===== src/rtl/i_fetch_stage_pkg.sv =====
// Shared types and constants for the instruction-fetch stage and its IF/ID register.
// Latency: n/a (declarations only).
// Backpressure: n/a.
package i_fetch_stage_pkg;

  localparam int WORD_W = 32;

  typedef logic [WORD_W-1:0] word_t;

  // Encodings are shared with the decode stage, so they are pinned explicitly.
  typedef enum logic {
    FETCH = 1'b0,
    STALL = 1'b1
  } fetch_state_e;

  localparam word_t NOP_INSTR_DEF = 32'h0000_0000;
  localparam word_t RESET_PC_DEF  = 32'h0000_0000;

  // Contents of the IF/ID pipeline register.
  typedef struct packed {
    word_t instr;
    word_t npc;
    logic  valid;
  } ifid_t;

  // PC is a word address; the increment wraps silently at 2^32.
  function automatic word_t next_pc(input word_t pc);
    return pc + 32'd1;
  endfunction

endpackage


===== src/rtl/i_fetch_stage_if.sv =====
// Instruction-memory read port: one word request per address, completed by ack.
// Latency: set by the memory; the requester holds imem_addr until imem_ack.
// Backpressure: the memory stalls the fetch by withholding imem_ack.
interface i_fetch_stage_if;
  import i_fetch_stage_pkg::*;

  logic  imem_req;
  word_t imem_addr;
  logic  imem_ack;
  word_t imem_rdata;

  modport master (
    output imem_req,
    output imem_addr,
    input  imem_ack,
    input  imem_rdata
  );

  modport slave (
    input  imem_req,
    input  imem_addr,
    output imem_ack,
    output imem_rdata
  );

endinterface


===== src/rtl/i_fetch_stage_if_id_reg.sv =====
// IF/ID pipeline register holding {instruction, npc, valid}; flush beats load beats hold.
// Latency: 1 cycle from load/flush to output.
// Backpressure: holds its contents whenever neither load nor flush is asserted.
module if_id_reg
  import i_fetch_stage_pkg::*;
#(
  parameter word_t NOP_INSTR = NOP_INSTR_DEF
) (
  input  logic  CLK,
  input  logic  RST,
  input  logic  load,
  input  logic  flush,
  input  word_t instr_in,
  input  word_t npc_in,
  output ifid_t ifid_out
);

  ifid_t ifid_d;
  ifid_t ifid_q;

  // Select the next register contents: a bubble, a new instruction, or the current one.
  always_comb begin
    ifid_d = ifid_q;
    if (flush) begin
      ifid_d = '{instr: NOP_INSTR, npc: '0, valid: 1'b0};
    end else if (load) begin
      ifid_d = '{instr: instr_in, npc: npc_in, valid: 1'b1};
    end
  end

  // Register update; reset leaves a bubble in the stage.
  always_ff @(posedge CLK) begin
    if (RST) begin
      ifid_q <= '{instr: NOP_INSTR, npc: '0, valid: 1'b0};
    end else begin
      ifid_q <= ifid_d;
    end
  end

  assign ifid_out = ifid_q;

endmodule


===== src/rtl/i_fetch_stage.sv =====
// Instruction fetch: owns the PC, reads imem over req/ack, fills IF/ID; redirects flush IF/ID.
// Latency: 1 cycle from accepted imem word to IF/ID; 1 instr/cycle with zero-wait memory.
// Backpressure: PCWrite/IFIDWrite low parks an accepted word in hold_buf and drops imem_req.
module i_fetch_stage
  import i_fetch_stage_pkg::*;
#(
  parameter word_t RESET_PC  = RESET_PC_DEF,
  parameter word_t NOP_INSTR = NOP_INSTR_DEF
) (
  input  logic                     CLK,
  input  logic                     RST,
  input  logic                     PCWrite,
  input  logic                     IFIDWrite,
  input  logic                     branchTaken,
  input  word_t                    branch_target,
  input  logic                     jumpTaken,
  input  word_t                    jump_target,
  i_fetch_stage_if.master          imem,
  output word_t                    instruction_out,
  output word_t                    npc_out,
  output logic                     valid_out
);

  fetch_state_e state_d, state_q;
  word_t        pc_d, pc_q;
  word_t        hold_buf_d, hold_buf_q;
  word_t        redir_pc_d, redir_pc_q;
  logic         redirect_pend_d, redirect_pend_q;
  logic         imem_req_d, imem_req_q;

  logic         accept;
  logic         redirect;
  word_t        redirect_target;
  logic         ifid_load;
  logic         ifid_flush;
  word_t        ifid_instr;
  ifid_t        ifid;

  // An ack only counts against a request we actually issued, so a late ack after reset is ignored.
  assign accept          = imem.imem_ack & imem_req_q;
  assign redirect        = jumpTaken | branchTaken;
  assign redirect_target = jumpTaken ? jump_target : branch_target;

  // Next-state logic for the PC, the fetch FSM and the IF/ID load/flush controls.
  always_comb begin
    state_d         = state_q;
    pc_d            = pc_q;
    hold_buf_d      = hold_buf_q;
    redir_pc_d      = redir_pc_q;
    redirect_pend_d = redirect_pend_q;
    ifid_load       = 1'b0;
    ifid_flush      = 1'b0;
    ifid_instr      = imem.imem_rdata;

    unique case (state_q)
      FETCH: begin
        if (redirect) begin
          // The in-flight word is on the wrong path; if it has not returned yet,
          // keep the address stable and remember where to go once it does.
          ifid_flush = 1'b1;
          if (accept) begin
            pc_d            = redirect_target;
            redirect_pend_d = 1'b0;
          end else begin
            redir_pc_d      = redirect_target;
            redirect_pend_d = 1'b1;
          end
        end else if (accept && redirect_pend_q) begin
          ifid_flush      = 1'b1;
          pc_d            = redir_pc_q;
          redirect_pend_d = 1'b0;
        end else if (accept && PCWrite && IFIDWrite) begin
          ifid_load = 1'b1;
          pc_d      = next_pc(pc_q);
        end else if (accept) begin
          // Decode is stalled: park the word and stop requesting until released.
          hold_buf_d = imem.imem_rdata;
          state_d    = STALL;
          ifid_flush = IFIDWrite;
        end else begin
          ifid_flush = IFIDWrite;
        end
      end
      STALL: begin
        ifid_instr = hold_buf_q;
        if (redirect) begin
          ifid_flush = 1'b1;
          pc_d       = redirect_target;
          state_d    = FETCH;
        end else if (PCWrite && IFIDWrite) begin
          ifid_load = 1'b1;
          pc_d      = next_pc(pc_q);
          state_d   = FETCH;
        end
      end
      default: state_d = FETCH;
    endcase

    imem_req_d = (state_d == FETCH);
  end

  // State and registered-output update.
  always_ff @(posedge CLK) begin
    if (RST) begin
      state_q         <= FETCH;
      pc_q            <= RESET_PC;
      hold_buf_q      <= '0;
      redir_pc_q      <= '0;
      redirect_pend_q <= 1'b0;
      imem_req_q      <= 1'b0;
    end else begin
      state_q         <= state_d;
      pc_q            <= pc_d;
      hold_buf_q      <= hold_buf_d;
      redir_pc_q      <= redir_pc_d;
      redirect_pend_q <= redirect_pend_d;
      imem_req_q      <= imem_req_d;
    end
  end

  if_id_reg #(
    .NOP_INSTR (NOP_INSTR)
  ) u_if_id_reg (
    .CLK      (CLK),
    .RST      (RST),
    .load     (ifid_load),
    .flush    (ifid_flush),
    .instr_in (ifid_instr),
    .npc_in   (next_pc(pc_q)),
    .ifid_out (ifid)
  );

  assign imem.imem_req   = imem_req_q;
  assign imem.imem_addr  = pc_q;
  assign instruction_out = ifid.instr;
  assign npc_out         = ifid.npc;
  assign valid_out       = ifid.valid;

endmodule

===== src/flat_wrapper.sv =====
// flat-port wrapper written by rule: the top's interface ports become plain ports
module i_fetch_stage_flat import i_fetch_stage_pkg::*;
#(
  parameter word_t RESET_PC  = RESET_PC_DEF,
  parameter word_t NOP_INSTR = NOP_INSTR_DEF
)
  (CLK, RST, PCWrite, IFIDWrite, branchTaken, branch_target, jumpTaken, jump_target, instruction_out, npc_out, valid_out, imem_imem_req, imem_imem_addr, imem_imem_ack, imem_imem_rdata);
  i_fetch_stage_if imem_i ();
  input  logic CLK;
  input  logic RST;
  input  logic PCWrite;
  input  logic IFIDWrite;
  input  logic branchTaken;
  input  word_t branch_target;
  input  logic jumpTaken;
  input  word_t jump_target;
  output word_t instruction_out;
  output word_t npc_out;
  output logic valid_out;
  output wire logic [$bits(imem_i.imem_req)-1:0] imem_imem_req;
  output wire logic [$bits(imem_i.imem_addr)-1:0] imem_imem_addr;
  input wire logic [$bits(imem_i.imem_ack)-1:0] imem_imem_ack;
  input wire logic [$bits(imem_i.imem_rdata)-1:0] imem_imem_rdata;
  assign imem_imem_req = imem_i.imem_req;
  assign imem_imem_addr = imem_i.imem_addr;
  assign imem_i.imem_ack = imem_imem_ack;
  assign imem_i.imem_rdata = imem_imem_rdata;
  i_fetch_stage #(.RESET_PC(RESET_PC), .NOP_INSTR(NOP_INSTR)) u_core (.CLK(CLK), .RST(RST), .PCWrite(PCWrite), .IFIDWrite(IFIDWrite), .branchTaken(branchTaken), .branch_target(branch_target), .jumpTaken(jumpTaken), .jump_target(jump_target), .imem(imem_i), .instruction_out(instruction_out), .npc_out(npc_out), .valid_out(valid_out));
endmodule

===== config.mk =====
export PLATFORM = sky130hd
export DESIGN_NAME = i_fetch_stage_flat
export DESIGN_NICKNAME = d
export VERILOG_FILES = /design/src/rtl/i_fetch_stage_pkg.sv /design/src/rtl/i_fetch_stage_if.sv /design/src/rtl/i_fetch_stage_if_id_reg.sv /design/src/rtl/i_fetch_stage.sv /design/src/flat_wrapper.sv
export SDC_FILE = /design/constraint.sdc
export NUM_CORES = 1
export LEC_CHECK = 0
export CAP_MARGIN = 30
export CORE_ASPECT_RATIO = 2
export CORE_MARGIN = 2
export CORE_UTILIZATION = 47
export CTS_BUF_LIST = sky130_fd_sc_hd__clkbuf_4 sky130_fd_sc_hd__clkbuf_8
export CTS_CLUSTER_DIAMETER = 80
export CTS_CLUSTER_SIZE = 8
export DETAILED_ROUTE_END_ITERATION = 6
export HOLD_SLACK_MARGIN = 0.03
export PLACE_DENSITY = 0.79
export SLEW_MARGIN = 20
export SYNTH_ARGS = -nofsm -noshare
export SYNTH_HDL_FRONTEND = slang
export SYNTH_HIERARCHICAL = 1
export SYNTH_SLANG_ARGS = --single-unit
export TNS_END_PERCENT = 100

===== constraint.sdc =====
create_clock -name CLK -period 2.2 [get_ports CLK]
set_input_delay 0.44 -clock CLK [delete_from_list [all_inputs] [get_ports CLK]]
set_output_delay 0.44 -clock CLK [all_outputs]
set_load 0.01 [all_outputs]

======== Word level (Yosys, flattened, before mapping) ========
Cells that the tools add are included.
word-level totals
  output and inout port bits .............. 98
  bits in registers ....................... 164
cells by class
  reductions and logical operators ........ 10
  bitwise gates (word level) .............. 8
  add/sub/neg operators ................... 1
  multiplexer cells ....................... 30
  equality and inequality tests ........... 3
operator list
  cell                                                              number
  32-bit 2-to-1 mux                                                 8
  32-bit case mux with 2 select lines                               1
  32-bit by 1-bit adder with 32-bit output (second input constant)  1
  1-bit 2-to-1 mux                                                  18
  1-bit NOT                                                         6
  1-bit case mux with 2 select lines                                3
  3-bit AND reduction                                               2
  5-bit AND reduction                                               1
  1-bit logical AND                                                 4
  4-bit by 1-bit != test with 1-bit output (second input constant)  1
  3-bit by 2-bit != test with 1-bit output (second input constant)  1
  3-bit != test (second input constant)                             1
  2-bit AND reduction                                               1
  2-bit nonzero test                                                1
  2-bit OR reduction                                                1
  1-bit AND                                                         1
  1-bit OR                                                          1

======== Depth between registers and ports, before layout ========
Gate-level depths: netlist (run 1).
  depth after elaboration ................. 8
  mapped depth ............................ 9
  depth with buffers taken out ............ 8

======== Cells and area by module ========
The synthesis (run 1) kept the hierarchy.
by module, submodules not included
  module         instances  seq. area each (um^2)  cells each  area an instance (um^2)
  i_fetch_stage  1          1981.9                 766         6043.3
  if_id_reg      1          1301.2                 210         2339.7

======== Worst setup path before layout (run 1) ========
Ideal clock, no wire load.
  path kind ............................... register to register
  from .................................... register u_core.state_q
  to ...................................... register u_core.u_if_id_reg.ifid_q, in the netlist u_core/u_if_id_reg/ifid_out[12]
  setup time .............................. 0.114 ns
  arrival time ............................ 1.970 ns
  clock period less this slack ............ 2.085 ns
  stages on the path, launching flop included .. 10
  path slack .............................. 0.115 ns
  path through ............................ dfxtp_1 -> buf_2 -> buf_1 -> clkbuf_1 -> nor2_1 -> nor3_1 -> buf_6 -> buf_6 -> mux2i_1 -> nor2_1
on the way
  elaborated cells on any way between the ends .. 4
  classes of those cells .................. mux (2); bitwise (1); reduce/logical (1)
RTL lines
  what                                    RTL line                       text
  start, declared                         i_fetch_stage.sv:24            fetch_state_e state_d, state_q;
  start signal, assigned                  i_fetch_stage.sv:112           state_q <= state_d;
  1-bit NOT (no line)                     n/a
  1-bit case mux with 2 select lines (*)  i_fetch_stage.sv:55            unique case (state_q)
  net u_core.ifid_load                    i_fetch_stage.sv:34            logic ifid_load;
  end signal, assigned                    i_fetch_stage_if_id_reg.sv:34  ifid_q <= '{instr: NOP_INSTR, npc: '0, valid: 1'b0};
  end signal, assigned                    i_fetch_stage_if_id_reg.sv:36  ifid_q <= ifid_d;
  end, declared                           i_fetch_stage_if_id_reg.sv:19  ifid_t ifid_q;
The timed path passes the listed nets; every way through them passes the cells marked *.
A chain may end at the register's enable or synchronous reset.

======== Worst setup path after layout (run 1) ========
  from .................................... register u_core.pc_q[6], in the netlist u_core/imem.imem_addr[6]
  to ...................................... register u_core.pc_q[14], in the netlist u_core/imem.imem_addr[14]
on the way
  word-level cells in the longest chain between the ends .. 5
  elaborated cells on any way between the ends .. 7
  classes of those cells .................. add/sub (1); mux (6)
RTL lines
  what                                          RTL line                 text
  start, declared                               i_fetch_stage.sv:25      word_t pc_d, pc_q;
  start signal, assigned                        i_fetch_stage.sv:113     pc_q <= pc_d;
  32-bit by 1-bit adder with 32-bit output (*)  i_fetch_stage_pkg.sv:28  return pc + 32'd1;
  32-bit 2-to-1 mux                             i_fetch_stage.sv:72      end else if (accept && PCWrite && IFIDWrite) begin
  32-bit 2-to-1 mux                             i_fetch_stage.sv:68      end else if (accept && redirect_pend_q) begin
  32-bit 2-to-1 mux                             i_fetch_stage.sv:57      if (redirect) begin
  32-bit case mux with 2 select lines (*)       i_fetch_stage.sv:55
Mark *: on every way between the ends. The rest lies on a longest branch, timed or not. The select of a mux whose other input is x is not followed.

==> results of run 1 <==
layout make-up:
cell class | count | area [um^2]
flip-flops and latches | 164 | 3280
clock buffers | 21 | 277
fillers | 1476 | 6100
inverters | 17 | 63.8
clock inverters | 11 | 128
repair buffers | 281 | 2850
multi-input cells | 719 | 4640
well taps | 213 | 267
sequential cells by signal, summed over array words and instances, names as in the netlist:
register and flops:
u_core/imem.imem_req 1, u_core/hold_buf_q 32, u_core/state_q 1, u_core/u_if_id_reg/ifid_out 65
u_core/redirect_pend_q 1, u_core/imem.imem_addr 32, u_core/redir_pc_q 32
layer usage:
metal  up-vias  routed length, um  global-route usage
met3        64               1860              0.0569
met1      3965              10600               0.321
met2       385              12300               0.433
li1       3920                  -                   -
met5         -                  0                   0
met4         0                803               0.115
worst max-delay path by stage:
stage / startpoint / end / slack, ps / cells past startpoint
after detailed placement: branchTaken / u_core/u_if_id_reg/ifid_out[21] / -270 / 8
after global placement: branchTaken / u_core/u_if_id_reg/ifid_out[39] / -220 / 8
after floorplan: u_core/state_q / u_core/u_if_id_reg/ifid_out[12] / 120 / 9
final: u_core/imem.imem_addr[6] / u_core/imem.imem_addr[14] / 110 / 5
after global routing: u_core/imem.imem_addr[6] / u_core/imem.imem_addr[14] / 40 / 5
after CTS: u_core/imem.imem_addr[9] / imem_imem_addr[9] / 160 / 2
logic make-up (layout without fill, tap and decap cells):
| kind of cell | Yosys count | count (layout) |
|---|---|---|
| AO/OA/AOI/OAI | 212 | 212 |
| adder cells (fa/ha/maj) | 1 | 1 |
| multiplexers | 130 | 130 |
| flip-flops | 164 | 164 |
| buffers and inverters | 93 | 330 |
| AND/OR/NAND/NOR | 350 | 350 |
| XOR/XNOR | 26 | 26 |
per-stage QoR:
step,hold WS (ps),worst slack (ps),power (mW)
2_1_floorplan,433,115,3.80
3_3_place_gp,438,-215,4.41
3_5_place_dp,444,-266,4.44
4_1_cts,373,164,6.65
5_1_grt,395,37.8,6.87
6_report,408,113,6.62
cells in the final DEF, fill, tap and decap left out, types with 4 or more instances in the layout:
cell type,Yosys,routed
inv_1,17,17
nand4_1,7,7
mux2_2,32,32
o211ai_1,7,7
a211oi_1,33,33
buf_4,2,62
buf_12,0,20
o21ai_0,28,28
a21oi_1,66,66
and4_1,5,5
a32oi_1,7,7
nand2b_1,9,9
nor2_1,147,147
o21ai_1,6,6
or3_1,6,6
o221ai_1,5,5
and3_1,4,4
nand2_1,114,114
nor2b_1,4,4
xor2_1,13,13
o22ai_1,4,4
clkdlybuf4s50_1,0,198
a221oi_1,13,13
nand3_1,15,15
dfxtp_1,164,163
a22oi_1,4,4
mux2i_1,98,98
clkbuf_8,0,19
nor3_1,12,11
xnor2_1,13,13
a31oi_1,11,11
a311oi_1,4,4
worst max-delay path, delay by kind of cell (launching register included):
kind            cells  cell delay (ps)
compound gates      2              530
flops               1              460
simple gates        3             1000
power breakdown:
| part | total (mW) | internal (mW) | switching, mW | leakage, nW |
|---|---|---|---|---|
| Combinational | 1.21 | 0.619 | 0.589 | 2.61 |
| Clock | 2.23 | 1.10 | 1.13 | 0.199 |
| Sequential | 3.18 | 3.08 | 0.100 | 1.34 |
==> run metrics, run 1 <==
outcome finished clean; DRT iter0 DRCs 505; final WL 25600 um; XOR/XNOR Fraction of Synth Area 0.0272; PwrDens 575 mW/mm^2; Compound-Gate Fraction of Synth Area 0.166; Max Cap Viol 0; Post-Place Cells 1394; crit-path max cell delay 580 ps; Worst slew margin 0.620; Synth top cells by count 164 x dfxtp_1, 147 x nor2_1, 114 x nand2_1; Max Clock Freq 479 MHz; Die Width 98.4 um; layout cell share with drive strength beyond 1 0.138; Post-Syn Area 0.00838 mm^2; worst-skew pair later-pin latency 470 ps; worst r2r dst u_core/imem.imem_addr[14]; overall routing resource usage 0.260; first-pass GRT wire length 40000 um; startpoint class of the critical path flip-flop; largest family of logic cells by synthesized area simple AND/OR/NAND/NOR gates; mux contribution to synthesized area 0.160; synth-to-layout area growth 37.3%; final antenna-violating net count 0; Worst-Margin Slew 566 ps; final period demand of the worst path 2090 ps; DP HPWL 18800 um; Syn Nets 1080; IO Port Bufs 200; global placement routability congestion 0.922; Mapped Cells 976; Synth area leaders dfxtp_1 39%, mux2i_1 12%, nor2_1 6.6%, nand2_1 5.1%, mux2_2 4.3%; DR vias/cell 5.84; PostCTS Resize Cnt 0; most numerous cell in the Yosys netlist dfxtp_1; post-layout net count 1304; Primary FF master, synth dfxtp_1; worst hold stages 2; EDFF count, synth 0; Tcrit/Tclk final 0.949; setup TNS 0 ps; Clock Sink Count 164; Peak VDD IR 0.383 mV; Initial Util 0.476; fin util 0.654; vias in the first global route 8139; worst r2r path cells 5; Leak Pwr 4.15 nW; DR pass1 iterations 5; Cell Chain, Critical Path nand4_2 -> nor4_2 -> nand2_1 -> a211o_1 -> a211oi_1; initial antenna violation count 0; Cell Rows 69; grt ovf 0; Setup violations, final 0; share of the synthesized area in the top cell type 0.392; WP data required 2570 ps; crit path max-delay cell type nor4_2; synthesized area per cell 8.59 um^2; antenna fix cells 0; die height 193 um; IO Pins 201; Hold Buf Count CTS 0; wire length per cell 17.9 um; Longest Clk Path Bufs 2; Worst Min Path Start RST; Worst-path clk slew 100 ps; Synth warnings 6; placed inst area 0.0111 mm^2; via count 8334; Clk Tree Root Cell clkbuf_8; post-synthesis async set-or-reset flop share 0; CTS tree built; Final Max Slew Viols 0; Yosys top cell by area dfxtp_1; Clock Skew 15.0 ps; pin count of the biggest net entering global routing 54; CP Class flip-flop to flip-flop; Setup crit end kind flip-flop; Post-Synth Simple-Gate Area 0.196; Post-Synth Adder-Cell Area 0.00149; total CTS buffers 17; Register-to-Register Setup Slack 110 ps; core box area 0.0176 mm^2; Yosys cell types 65; Post-CTS Setup Inserts 0; maximum fanout along the worst path 7; fin cells 1426; RSZ-0062 raised after global routing no; arrival time at the worst endpoint 2460 ps; Reg-to-Reg Start u_core/imem.imem_addr[6]; sequential area share after synthesis 0.392; Finished Cell Area 0.0115 mm^2; Final Hold Viols 0; DIE AREA 0.0190 mm^2; Worst Hold End u_core/imem.imem_addr[11]; number of H-tree levels 4; DRC viols 0; Worst Hold Class primary input to flip-flop; #FFs+latches synth 164
No activity file was read; power rests on OpenSTA's default activity.
==> run 2: changes to the inputs <==
Settings changed: CORE_MARGIN 2 to unset, SKIP_CTS_REPAIR_TIMING set to 1.
==> run 2 against run 1 <==
  * Count of clock-buffer cells in the layout unchanged
  * Clock skew about the same
  * Cell area is 0.23% lower
  * Wire length rose by 7.7%
  * Setup slack got worse by 20 ps
  * Register-to-register slack got worse by 20 ps
  * Utilization increased by 0.81 points
  * Worst hold slack got worse by 3.9 ps
  * Die area fell by 3.0%
==> run metrics, run 2 (same netlist as run 1, synthesis figures left out) <==
footprint of the multi-input gates 0.00466 mm^2 (was 0.00464 mm^2); Finished Cell Area 0.0115 mm^2 (about the same); Max Clock Freq 475 MHz (was 479 MHz); DIE AREA 0.0184 mm^2 (was 0.0190 mm^2); CP Class flip-flop to flip-flop (unchanged); Cell Rows 68 (was 69); DP HPWL 20200 um (was 18800 um); total CTS buffers 17 (unchanged); Worst Min Path Start RST (unchanged); fin util 0.662 (was 0.654); final period demand of the worst path 2110 ps (was 2090 ps); global placement routability congestion 0.994 (was 0.922); first-pass GRT wire length 41600 um (was 40000 um); vias in the first global route 8325 (was 8139); synth-to-layout area growth 37.0% (was 37.3%); PwrDens 569 mW/mm^2 (was 575 mW/mm^2); startpoint class of the critical path flip-flop (unchanged); DRC viols 0 (unchanged); Initial Util 0.483 (was 0.476); setup TNS 0 ps (unchanged); fillers 1468 (was 1476); Leak Pwr 4.15 nW (about the same); Worst slew margin 0.628 (was 0.620); RSZ-0062 raised after global routing no (unchanged); DR pass1 iterations 6 (was 5); placed inst area 0.0111 mm^2 (about the same); Comb pwr share 0.187 (was 0.182); Largest register FFs 65 (unchanged); Peak VDD IR 0.500 mV (was 0.383 mV); number of H-tree levels 4 (unchanged); Tcrit/Tclk final 0.958 (was 0.949); Final Hold Viols 0 (unchanged); final antenna-violating net count 0 (unchanged); Worst-Margin Slew 556 ps (was 566 ps); DR vias/cell 5.83 (was 5.84); Clk Tree Root Cell clkbuf_8 (unchanged); M1 GR Usage 0.296 (was 0.321); final WL 27500 um (was 25600 um); pin count of the biggest net entering global routing 57 (was 54); commonest non-fill, non-tap cell in the layout clkdlybuf4s50_1 (unchanged); WP data required 2580 ps (was 2570 ps); IO Pins 201 (unchanged); DRT iter0 DRCs 478 (was 505); die height 191 um (was 193 um); IO Port Bufs 200 (unchanged); Worst Hold Class primary input to flip-flop (unchanged); met2 usage 0.540 (was 0.433); via count 8344 (was 8334); P_sw 1.86 mW (was 1.82 mW); Die Width 96.4 um (was 98.4 um); maximum fanout along the worst path 6 (was 7); arrival time at the worst endpoint 2480 ps (was 2460 ps); most frequent cells in the layout 198 x clkdlybuf4s50_1, 163 x dfxtp_1, 146 x nor2_1, 114 x nand2_1, 98 x mux2i_1 (was 198 x clkdlybuf4s50_1, 163 x dfxtp_1, 147 x nor2_1, 114 x nand2_1, 98 x mux2i_1); Max Cap Viol 0 (unchanged); overall routing resource usage 0.302 (was 0.260); wire length per cell 19.2 um (was 17.9 um); Setup violations, final 0 (unchanged); Longest Clk Path Bufs 2 (unchanged); Sw Share 0.285 (was 0.275); core box area 0.0174 mm^2 (was 0.0176 mm^2); met3 Use GR 0.0618 (was 0.0569); Clock Power Share 0.325 (was 0.337); Reg-to-Reg Start u_core/imem.imem_addr[1] (was u_core/imem.imem_addr[6]); Internal 4.68 mW (was 4.80 mW); worst-skew pair later-pin latency 460 ps (was 470 ps); outcome finished clean (unchanged); CTS tree built (unchanged); grt ovf 0 (unchanged); initial antenna violation count 0 (unchanged); antenna fix cells 0 (unchanged); layout cell share with drive strength beyond 1 0.147 (was 0.138); register area 0.00328 mm^2 (unchanged); Worst-path clk slew 100 ps (about the same); fin cells 1432 (was 1426); Setup crit end kind flip-flop (unchanged); busiest grt layer met2 (unchanged); Clock Sink Count 164 (unchanged); register share of total power 0.488 (was 0.481); Clock Skew 14.9 ps (was 15.0 ps); beginning of the critical path u_core/imem.imem_addr[1] (was u_core/imem.imem_addr[6]); post-layout net count 1314 (was 1304); Post-Place Cells 1401 (was 1394); Final Max Slew Viols 0 (unchanged)
## run 2: cell type report
type,count,share of cell area
flip-flops and latches,164,0.286
well taps,210,0.0229
repair buffers,291,0.247
multi-input cells,719,0.405
clock inverters,10,0.00872
clock buffers,21,0.0241
inverters,17,0.00556
## run 2: worst max-delay path, cell delays in order, from the launching register on
cell      delay [ps]
dfxtp_1          460
ha_1             250
nand3_1          250
nor4_2           350
nand2_1          180
a211o_1          290
a211oi_1         240
## run 2: power by group through the flow
| stage | registers, mW | clock network [mW] | logic (mW) |
|---|---|---|---|
| after floorplan | 3.26 | 0 | 0.538 |
| after global placement | 3.25 | 0 | 1.18 |
| after detailed placement | 3.25 | 0 | 1.20 |
| after CTS | 3.18 | 2.16 | 1.20 |
| after global routing | 3.20 | 2.28 | 1.31 |
| final | 3.19 | 2.13 | 1.22 |
## run 2: worst paths after layout
kind                                             endpoint  slack [ps]  cells after the start
worst max register to register  u_core/imem.imem_addr[14]          90                      6
worst max-delay path            u_core/imem.imem_addr[14]          90                      6
worst min register to register      u_core/hold_buf_q[13]         460                      2
worst min-delay path                 u_core/imem.imem_req         400                      2
## run 2: stage by stage
step           worst slack (ps)  power, mW  hold slack (ps)
6_report                   92.9       6.54              404
5_1_grt                    8.73       6.79              382
4_1_cts                    63.4       6.55              380
3_5_place_dp               -102       4.45              447
3_3_place_gp              -30.4       4.43              438
2_1_floorplan               115       3.80              433
## run 2: per-layer routing
layer	vias up	routed length (um)
met2	348	14600
li1	3934	-
met3	108	1610
met5	-	0
met1	3954	9380
met4	0	1910
==> run 3: changes to the inputs <==
Settings changed: SKIP_CTS_REPAIR_TIMING 1 to unset.
==> results of run 3 <==
No change in the layout: final DEF, timing and power equal those of run 2.
